==> config.mk <==
export PLATFORM = sky130hd
export DESIGN_NAME = control_fsm
export DESIGN_NICKNAME = d
export VERILOG_FILES = /design/src/rtl/control_fsm_pkg.sv /design/src/rtl/control_fsm_alu_decoder.sv /design/src/rtl/control_fsm.sv
export SDC_FILE = /design/constraint.sdc
export NUM_CORES = 1
export LEC_CHECK = 0
export BUFFER_PORTS_ARGS = -buffer_cell sky130_fd_sc_hd__buf_2
export CAP_MARGIN = 25
export CORE_MARGIN = 4
export CORE_UTILIZATION = 44
export DETAILED_ROUTE_END_ITERATION = 16
export GPL_TIMING_DRIVEN = 0
export HOLD_SLACK_MARGIN = 0.1
export PLACE_DENSITY = 0.75
export SLEW_MARGIN = 20
export SYNTH_ARGS = -nofsm -noshare
export SYNTH_HDL_FRONTEND = slang
export SYNTH_SLANG_ARGS = --single-unit
export TNS_END_PERCENT = 100
==> constraint.sdc <==
create_clock -name clk -period 2.4 [get_ports clk]
set_input_delay 0.48 -clock clk [delete_from_list [all_inputs] [get_ports clk]]
set_output_delay 0.48 -clock clk [all_outputs]
set_load 0.03 [all_outputs]
==> src/rtl/control_fsm_pkg.sv <==
// Shared definitions for the multicycle control FSM: state encoding,
// instruction classes, opcode / aluop / immediate-format constants.
package control_fsm_pkg;

    typedef enum logic [2:0] {
        ST_FETCH  = 3'd0,
        ST_DECODE = 3'd1,
        ST_EXEC   = 3'd2,
        ST_MEM    = 3'd3,
        ST_WB     = 3'd4,
        ST_HALT   = 3'd5
    } state_e;

    typedef enum logic [2:0] {
        CLS_R       = 3'd0,
        CLS_I       = 3'd1,
        CLS_LOAD    = 3'd2,
        CLS_STORE   = 3'd3,
        CLS_BRANCH  = 3'd4,
        CLS_ILLEGAL = 3'd5
    } class_e;

    localparam logic [6:0] OPC_R      = 7'b0110011;
    localparam logic [6:0] OPC_I      = 7'b0010011;
    localparam logic [6:0] OPC_LOAD   = 7'b0000011;
    localparam logic [6:0] OPC_STORE  = 7'b0100011;
    localparam logic [6:0] OPC_BRANCH = 7'b1100011;

    localparam logic [3:0] ALU_ADD = 4'b0000;
    localparam logic [3:0] ALU_SUB = 4'b0001;
    localparam logic [3:0] ALU_AND = 4'b0010;
    localparam logic [3:0] ALU_OR  = 4'b0011;
    localparam logic [3:0] ALU_XOR = 4'b0100;
    localparam logic [3:0] ALU_SLL = 4'b0101;
    localparam logic [3:0] ALU_SRL = 4'b0110;
    localparam logic [3:0] ALU_SRA = 4'b0111;
    localparam logic [3:0] ALU_SLT = 4'b1000;

    localparam logic [1:0] IMM_NONE = 2'b00;
    localparam logic [1:0] IMM_I    = 2'b01;
    localparam logic [1:0] IMM_S    = 2'b10;
    localparam logic [1:0] IMM_B    = 2'b11;

    localparam logic [2:0] F3_BEQ = 3'b000;
    localparam logic [2:0] F3_BNE = 3'b001;

    // Map the 7-bit opcode field onto an instruction class.
    function automatic class_e opcode_class(input logic [6:0] opc);
        class_e cls;
        case (opc)
            OPC_R:      cls = CLS_R;
            OPC_I:      cls = CLS_I;
            OPC_LOAD:   cls = CLS_LOAD;
            OPC_STORE:  cls = CLS_STORE;
            OPC_BRANCH: cls = CLS_BRANCH;
            default:    cls = CLS_ILLEGAL;
        endcase
        return cls;
    endfunction

endpackage

==> src/rtl/control_fsm_alu_decoder.sv <==
// Combinational IR -> aluop translation. Only the opcode, funct3 and
// bit 30 (SUB/SRA selector) carry meaning here.
module alu_decoder
    import control_fsm_pkg::*;
(
    input  logic [31:0] ir,
    output logic [3:0]  aluop
);

    class_e     cls_s;
    logic [2:0] funct3_s;
    logic       unused_ir_s;

    assign cls_s       = opcode_class(ir[6:0]);
    assign funct3_s    = ir[14:12];
    assign unused_ir_s = ^{ir[31], ir[29:15], ir[11:7]};

    // Select the ALU operation from class, funct3 and IR[30].
    always_comb begin
        aluop = ALU_ADD;
        case (cls_s)
            CLS_R, CLS_I: begin
                case (funct3_s)
                    3'b000: begin
                        // Immediate forms never subtract; bit 30 is immediate data there.
                        if ((cls_s == CLS_R) && ir[30]) begin
                            aluop = ALU_SUB;
                        end else begin
                            aluop = ALU_ADD;
                        end
                    end
                    3'b001: aluop = ALU_SLL;
                    3'b010: aluop = ALU_SLT;
                    3'b011: aluop = ALU_SLT;
                    3'b100: aluop = ALU_XOR;
                    3'b101: begin
                        if (ir[30]) begin
                            aluop = ALU_SRA;
                        end else begin
                            aluop = ALU_SRL;
                        end
                    end
                    3'b110: aluop = ALU_OR;
                    3'b111: aluop = ALU_AND;
                    default: aluop = ALU_ADD;
                endcase
            end
            CLS_LOAD, CLS_STORE: aluop = ALU_ADD;
            CLS_BRANCH:          aluop = ALU_SUB;
            default:             aluop = ALU_ADD;
        endcase
    end

endmodule

==> src/rtl/control_fsm.sv <==
// Multicycle control FSM. The instruction is captured into IR in FETCH;
// every later state decodes from IR only, so instr never reaches an output
// combinationally. rst forces all outputs low in the cycle it is asserted,
// which also suppresses any write that the current state would issue.
module control_fsm
    import control_fsm_pkg::*;
(
    input  logic        clk,
    input  logic        rst,
    input  logic [31:0] instr,
    input  logic [4:0]  status,
    output logic        pcsrc,
    output logic        alusrc,
    output logic [3:0]  aluop,
    output logic        memrw,
    output logic        wb,
    output logic        regrw,
    output logic [1:0]  immgen_ctrl,
    output logic        pc_en,
    output logic        halt,
    output logic [15:0] instr_count
);

    state_e      state_r;
    state_e      state_nxt_s;
    logic [31:0] ir_r;
    logic [15:0] instr_count_r;

    class_e      cls_s;
    logic [2:0]  funct3_s;
    logic        br_legal_s;
    logic        br_taken_s;
    logic [3:0]  dec_aluop_s;
    logic        unused_status_s;

    logic        pcsrc_s;
    logic        alusrc_s;
    logic [3:0]  aluop_s;
    logic        memrw_s;
    logic        wb_s;
    logic        regrw_s;
    logic [1:0]  immgen_s;
    logic        pc_en_s;
    logic        halt_s;
    logic [15:0] instr_count_s;

    assign cls_s           = opcode_class(ir_r[6:0]);
    assign funct3_s        = ir_r[14:12];
    assign br_legal_s      = (funct3_s == F3_BEQ) || (funct3_s == F3_BNE);
    assign br_taken_s      = ((funct3_s == F3_BEQ) && status[0]) ||
                             ((funct3_s == F3_BNE) && !status[0]);
    assign unused_status_s = ^status[4:1];

    alu_decoder u_alu_decoder (
        .ir    (ir_r),
        .aluop (dec_aluop_s)
    );

    // State register with synchronous reset back to FETCH.
    always_ff @(posedge clk) begin
        if (rst) begin
            state_r <= ST_FETCH;
        end else begin
            state_r <= state_nxt_s;
        end
    end

    // Instruction register: loaded only while in FETCH.
    always_ff @(posedge clk) begin
        if (rst) begin
            ir_r <= 32'd0;
        end else if (state_r == ST_FETCH) begin
            ir_r <= instr;
        end
    end

    // Retired-instruction counter; wraps naturally at 16 bits.
    always_ff @(posedge clk) begin
        if (rst) begin
            instr_count_r <= 16'd0;
        end else if (pc_en_s) begin
            instr_count_r <= instr_count_r + 16'd1;
        end
    end

    // Next-state selection per instruction class.
    always_comb begin
        state_nxt_s = state_r;
        case (state_r)
            ST_FETCH: state_nxt_s = ST_DECODE;
            ST_DECODE: begin
                if (cls_s == CLS_ILLEGAL) begin
                    state_nxt_s = ST_HALT;
                end else begin
                    state_nxt_s = ST_EXEC;
                end
            end
            ST_EXEC: begin
                case (cls_s)
                    CLS_R, CLS_I:        state_nxt_s = ST_WB;
                    CLS_LOAD, CLS_STORE: state_nxt_s = ST_MEM;
                    CLS_BRANCH: begin
                        if (br_legal_s) begin
                            state_nxt_s = ST_FETCH;
                        end else begin
                            state_nxt_s = ST_HALT;
                        end
                    end
                    default: state_nxt_s = ST_HALT;
                endcase
            end
            ST_MEM: begin
                if (cls_s == CLS_LOAD) begin
                    state_nxt_s = ST_WB;
                end else begin
                    state_nxt_s = ST_FETCH;
                end
            end
            ST_WB:   state_nxt_s = ST_FETCH;
            ST_HALT: state_nxt_s = ST_HALT;
            default: state_nxt_s = ST_FETCH;
        endcase
    end

    // Output decode from state and IR; everything is held low while rst is high.
    always_comb begin
        pcsrc_s       = 1'b0;
        alusrc_s      = 1'b0;
        aluop_s       = ALU_ADD;
        memrw_s       = 1'b0;
        wb_s          = 1'b0;
        regrw_s       = 1'b0;
        immgen_s      = IMM_NONE;
        pc_en_s       = 1'b0;
        halt_s        = 1'b0;
        instr_count_s = 16'd0;
        if (rst) begin
            instr_count_s = 16'd0;
        end else begin
            instr_count_s = instr_count_r;
            case (state_r)
                ST_DECODE, ST_EXEC, ST_MEM, ST_WB: begin
                    case (cls_s)
                        CLS_R: begin
                            wb_s    = 1'b1;
                            aluop_s = dec_aluop_s;
                        end
                        CLS_I: begin
                            alusrc_s = 1'b1;
                            wb_s     = 1'b1;
                            immgen_s = IMM_I;
                            aluop_s  = dec_aluop_s;
                        end
                        CLS_LOAD: begin
                            alusrc_s = 1'b1;
                            immgen_s = IMM_I;
                            aluop_s  = dec_aluop_s;
                        end
                        CLS_STORE: begin
                            alusrc_s = 1'b1;
                            immgen_s = IMM_S;
                            aluop_s  = dec_aluop_s;
                        end
                        CLS_BRANCH: begin
                            immgen_s = IMM_B;
                            aluop_s  = dec_aluop_s;
                        end
                        default: aluop_s = ALU_ADD;
                    endcase
                    case (state_r)
                        ST_EXEC: begin
                            // A branch retires in EXEC unless its funct3 is unsupported.
                            if (cls_s == CLS_BRANCH) begin
                                pcsrc_s = br_legal_s && br_taken_s;
                                pc_en_s = br_legal_s;
                            end else begin
                                pcsrc_s = 1'b0;
                            end
                        end
                        ST_MEM: begin
                            if (cls_s == CLS_STORE) begin
                                memrw_s = 1'b1;
                                pc_en_s = 1'b1;
                            end else begin
                                memrw_s = 1'b0;
                            end
                        end
                        ST_WB: begin
                            regrw_s = 1'b1;
                            pc_en_s = 1'b1;
                        end
                        default: pc_en_s = 1'b0;
                    endcase
                end
                ST_HALT: halt_s = 1'b1;
                default: halt_s = 1'b0;
            endcase
        end
    end

    assign pcsrc       = pcsrc_s;
    assign alusrc      = alusrc_s;
    assign aluop       = aluop_s;
    assign memrw       = memrw_s;
    assign wb          = wb_s;
    assign regrw       = regrw_s;
    assign immgen_ctrl = immgen_s;
    assign pc_en       = pc_en_s;
    assign halt        = halt_s;
    assign instr_count = instr_count_s;

endmodule

==> results.ini, run 1 <==
[synthesis]
syn_avg_cell_area_sq_um = 8.15
yosys_warnings = 0
ys_ff_latch = 30
synth-main-ff-cell = dfxtp_1
synth_top_area_frac = 0.326
netlist_top_cells_count = 30 x dfxtp_1, 26 x nand2_1, 22 x nor2_1
synth_fp_nets = 266
synth_largest_area_cell = dfxtp_1
yosysMostFrequentCell = dfxtp_1
synth_edf_count = 0
synthArstFlopShare = 0
yosysSeqAreaShare = 0.326
netlist_instances = 226
syn-cell-area_sq_um = 1840
synth.distinct_cells = 48
netlist_top_cells_area = dfxtp_1 33%, mux2_2 8.6%, nor2b_1 6.1%

[cts]
cts_root_buffer = clkbuf_8
cts.clk_slew.worst_paths_ps = 60
ctsHtreeMaxLevel = 2
clock_latency_ps = 280
clock_path_buffers = 2
cts_buffers = 5
cts_sinks = 30
cts_tree = built
postCtsHoldBufs = 0

[floorplanning]
rows = 23
die_x_um = 72.7
ioPinCount = 68
die_area_sq_um = 5290
fp.dieH_um = 72.7
start_util = 0.457
core_sq_um = 4030

[finish]
diodes = 0
multi_input_area_sq_um = 1150
final_core_util = 0.573
areaGrowthSynthToFinish_pct = 25.3
drive_gt1_frac = 0.361
fillers = 369
regArea_sq_um = 611
final_nets = 320

[run_status]
status = finished, violations left
violations = setup timing

[global_routing]
top_usage_layer = met2
grtUsageMet2 = 0.283
use_met1 = 0.243
grt_usage = 0.181
grt_max_degree = 11
grt_antenna_before_repair = 0
grt_pass1_vias = 1715
grt_pass1_wl_mm = 7.71
overflow = 0
use_met3 = 0.0386

[hold_path]
min_path_type = in2reg

[timing]
layout_setup_ws_ps = -69.4
period_minus_slack_ps = 2470
fmax_ghz = 0.405
setup_viol = 1
timing.slew.headroom = 0.635
hold_viol = 0
rsz0062_at_grt = yes
fin_crit_sh = 1.03
whs_ps = 429
tightest_slew_ps = 545
slew_violations = 0
finClkSkew_ps = 6.04

[setup_path]
crit_arrival_ps = 1990
worst-setup-path-type = reg2out
crit_chain = or4b_4 -> a2111o_1 -> buf_6 -> a21oi_4 -> buf_6
cpPeakStageDelay_ps = 530
path_buf_inv = 2
crit_path_max_fanout = 2
end_kind = primary output
crit_top_cell = buf_6
cp.required_ps = 1920
slowest_stage = or4b_4
worstSetupStartpointType = register
path_delay_family = compound AO/OA/AOI/OAI gates

[flow_run]
max_cap_violations = 0

[routing]
num_vias = 1834
route.detailed.drc = 0
via_per_inst = 5.56
drtAntennaViolNets = 0
wl_per_cell_um = 13.9
drt_pass1_iterations = 4
drtIter0Drc = 73
totalWireLength_mm = 4.58

[placement]
gp_congestion = 0.851
dp_hpwl_mm = 3.23
io_buffers = 42
pre_cts_ws_ps = -174

[pwr]
p_leak_nw = 0.937
max-vdd-ir-drop_mv = 0.299
powerDensity_nw_per_um2 = 481

[registers in the layout, indices dropped and copies added, names as in the netlist]
name	flops
instr_count_r	16
ir_r	11
state_r	3
[placed cells by master, fill, tap and decap left out, types with 3 or more instances in the layout]
| cell | netlist | routed |
|---|---|---|
| buf_2 | 0 | 40 |
| nand2_1 | 26 | 26 |
| dfxtp_1 | 30 | 26 |
| nor2_1 | 22 | 22 |
| nor2b_1 | 18 | 18 |
| a21oi_1 | 19 | 18 |
| mux2_2 | 14 | 14 |
| buf_4 | 2 | 11 |
| nand3_1 | 8 | 8 |
| a211oi_1 | 7 | 7 |
| buf_6 | 4 | 5 |
| clkbuf_1 | 8 | 5 |
| o21ai_0 | 6 | 5 |
| nand4_1 | 5 | 5 |
| nor3_1 | 7 | 5 |
| clkbuf_8 | 0 | 5 |
| nand2b_1 | 4 | 4 |
| inv_1 | 3 | 3 |
| a211oi_2 | 3 | 3 |
[routing by layer]
layer  routed length [um]  share of wire  vias to the layer above
met1                 2050           0.45                      844
met4                   68          0.015                        0
met3                  299          0.065                        9
li1                     -              -                      918
met5                    0              0                        -
met2                 2160           0.47                       63
[final timing paths]
path,from,endpoint,slack (ps),cells after the start
setup / recovery,ir_r[14],pc_en,-70,5
setup reg to reg,ir_r[14],instr_count_r[5],90,6
hold / removal,instr[1],ir_r[1],430,3
hold reg to reg,ir_r[30],ir_r[30],460,2
[kinds of logic after synthesis]
logic type	share of synthesized area
xor+xnor	0.00475
mux	0.0855
buf+inv	0.0869
flops	0.326
simple gates	0.314
compound gates	0.176
fa+ha+maj	0.00679
[layout make-up]
class,count,area share
repair buffers,51,0.126
inverters,3,0.00488
flip-flops and latches,30,0.264
well taps,50,0.0271
plain buffers,16,0.0450
clock inverters,2,0.00434
clock buffers,5,0.0298
multi-input cells,173,0.498
[power breakdown]
| group | internal (mW) | switching [mW] | leakage (nW) |
|---|---|---|---|
| Sequential | 0.519 | 0.0272 | 0.246 |
| Clock | 0.194 | 0.186 | 0.0438 |
| Combinational | 0.0789 | 0.104 | 0.647 |
[worst min-delay path, cell delays in order]
cell     delay, ps
buf_2           90
nand2_1         50
a21oi_1         50
[through the flow]
stage | area (sq um) | TNS [ps] | power, mW | std cells
detailed placement | 2130 | -174 | 0.730 | 318
global route | 2310 | -114 | 1.15 | 330
CTS | 2300 | -120 | 1.12 | 329
floorplan | 1860 | 0 | 0.683 | 226
finish | 2310 | -69.4 | 1.11 | 330
global placement | 2130 | -171 | 0.727 | 318
[repair_timing]
item | 4_1_cts | 5_1_grt
pin swaps | 6 | 5
gates resized for setup | 16 | 15
setup endpoints to repair | 8 | 10
buffers inserted | 7 | 2
endpoints found under the hold margin | 0 | 0
Power figures use the tool's default switching activity.
==> run 2: changes to the inputs <==
--- a/config.mk
+++ b/config.mk
@@ -13,7 +13,6 @@
 export GPL_TIMING_DRIVEN = 0
 export HOLD_SLACK_MARGIN = 0.1
 export PLACE_DENSITY = 0.75
-export SLEW_MARGIN = 20
 export SYNTH_ARGS = -nofsm -noshare
 export SYNTH_HDL_FRONTEND = slang
 export SYNTH_SLANG_ARGS = --single-unit
==> constraint.sdc (replaced) <==
create_clock -name clk -period 2.4 [get_ports clk]
set_input_delay 0.48 -clock clk [delete_from_list [all_inputs] [get_ports clk]]
set_output_delay 0.48 -clock clk [all_outputs]
set_load 0.01 [all_outputs]
==> run 2 against run 1 <==
Effect of this change:
- the flow still finishes with violations (setup timing)
- combinational power up 4%
- total power down 0.44%
- clock skew down 1.6 ps
- worst setup slack better by 46 ps
- highest routed layer unchanged
==> results.ini, run 2 (synthesized netlist as in run 1, its figures left out) <==
[pwr]
power_frac_comb = 0.172
pwr-share-clk = 0.339
p_leak_nw = 0.940
p_int_mw = 0.803
pwr-share-seq = 0.488
max-vdd-ir-drop_mv = 0.294
switching_power_mw = 0.301
powerDensity_nw_per_um2 = 480
p_total_mw = 1.10
swShare = 0.273

[setup_path]
cp.required_ps = 1920
r2r_slack_ps = 30
crit_arrival_ps = 1940
worst-setup-path-type = reg2out
crit_path_max_fanout = 2
worstSetupStartpointType = register
end_kind = primary output

[finish]
diodes = 0
regMostFlops = instr_count_r
final_nets = 320
areaGrowthSynthToFinish_pct = 24.8
fillers = 387
fin_cells = 330
mostFrequentLayoutCell = buf_2
drive_gt1_frac = 0.350
final_core_util = 0.571
largest_register_ffs = 16
layout_common_cells = 42 x buf_2, 27 x dfxtp_1, 26 x nand2_1, 22 x nor2_1
reg_top3 = instr_count_r x16, ir_r x11, state_r x3

[timing]
fin_crit_sh = 1.01
tightest_slew_ps = 776
rsz0062_at_grt = yes
slew_violations = 0
fmax_ghz = 0.413
finClkSkew_ps = 4.39
setup_viol = 1
layout_setup_ws_ps = -23.2
timing.slew.headroom = 0.469
hold_viol = 0
tns_ps = -23.2
period_minus_slack_ps = 2420

[routing]
totalWireLength_mm = 4.66
wl_per_cell_um = 14.1
drt_pass1_iterations = 4
route.detailed.drc = 0
drtIter0Drc = 109
via_per_inst = 5.54
drtAntennaViolNets = 0
num_vias = 1828

[placement]
gp_congestion = 0.825
placed_cells = 318
dp_hpwl_mm = 3.30
io_buffers = 42
pre_cts_ws_ps = -93.0

[global_routing]
grt_max_degree = 11
grt_pass1_wl_mm = 7.69
overflow = 0
grt_antenna_before_repair = 0
grt_usage = 0.183
grt_pass1_vias = 1695

[cts]
postCtsHoldBufs = 0
cts_root_buffer = clkbuf_8
cts_sinks = 30
cts.clk_slew.worst_paths_ps = 60
ctsHtreeMaxLevel = 2
clock_latency_ps = 280
cts_tree = built
cts_buffers = 5
clock_path_buffers = 2

[floorplanning]
die_x_um = 72.7
die_area_sq_um = 5290
start_util = 0.457
fp.dieH_um = 72.7
core_sq_um = 4030
ioPinCount = 68
rows = 23

[hold_path]
min_path_type = in2reg

[run_status]
violations = setup timing
status = finished, violations left

[flow_run]
max_cap_violations = 0

## run 2: cell count changes in the layout (fill, tap and decap cells not counted), moves of 2 or more
| cell | delta |
|---|---|
| buf_2 | +2 |
| buf_4 | -3 |
| clkbuf_1 | +2 |
| clkbuf_2 | +3 |
| clkbuf_4 | -2 |
| clkinv_2 | -2 |
## run 2: repair_timing
item                                    in CTS  in global routing
endpoints found under the setup margin       6                  6
gates cloned                                 0                  0
pin swaps                                    4                  4
resized for setup                            7                 18
buffers inserted                             6                  1
## run 2: final cells by class
cell class                 count  area (sq um)  share of cell area
clock buffer                   7          76.3              0.0332
tap                           50          62.6              0.0272
buffer                        18           135              0.0587
multi-input combinational    173          1140               0.494
sequential                    30           609               0.265
timing repair buffer          49           269               0.117
inverter                       3          11.3             0.00489
## run 2: path summary, 6_finish.rpt
kind | start | depth (start not counted) | to
worst max-delay path | ir_r[14] | 5 | pc_en
worst min-delay path | instr[14] | 3 | ir_r[14]
worst max register to register | ir_r[14] | 5 | instr_count_r[2]
worst min register to register | ir_r[30] | 2 | ir_r[30]
## run 2: stage by stage
step | hold slack, ps | cell area, sq um
2_1_floorplan | 433 | 1840
4_1_cts | 429 | 2240
5_1_grt | 446 | 2300
3_3_place_gp | 454 | 2120
3_5_place_dp | 461 | 2120
6_report | 428 | 2300
## run 2: power by group through the flow
stage	Combinational [mW]	Clock, mW	Sequential [mW]
after floorplan	0.136	0	0.541
after global placement	0.175	0	0.545
final	0.190	0.375	0.539
after global routing	0.212	0.405	0.542
after detailed placement	0.178	0	0.546
after CTS	0.180	0.381	0.537
## run 2: worst max-delay path, stage by stage, from the launching register on
cell,delay [ps]
dfxtp_4,340
or4b_4,540
a2111o_1,410
buf_6,140
a21oi_4,120
buf_6,120
## run 2: per-layer routing
metal  track usage  part of all wire  vias to the layer above
met5             0                 0                        -
met2         0.297              0.48                       53
met1         0.239              0.45                      853
li1              -                 -                      916
met4        0.0615             0.013                        0
met3        0.0441             0.056                        6
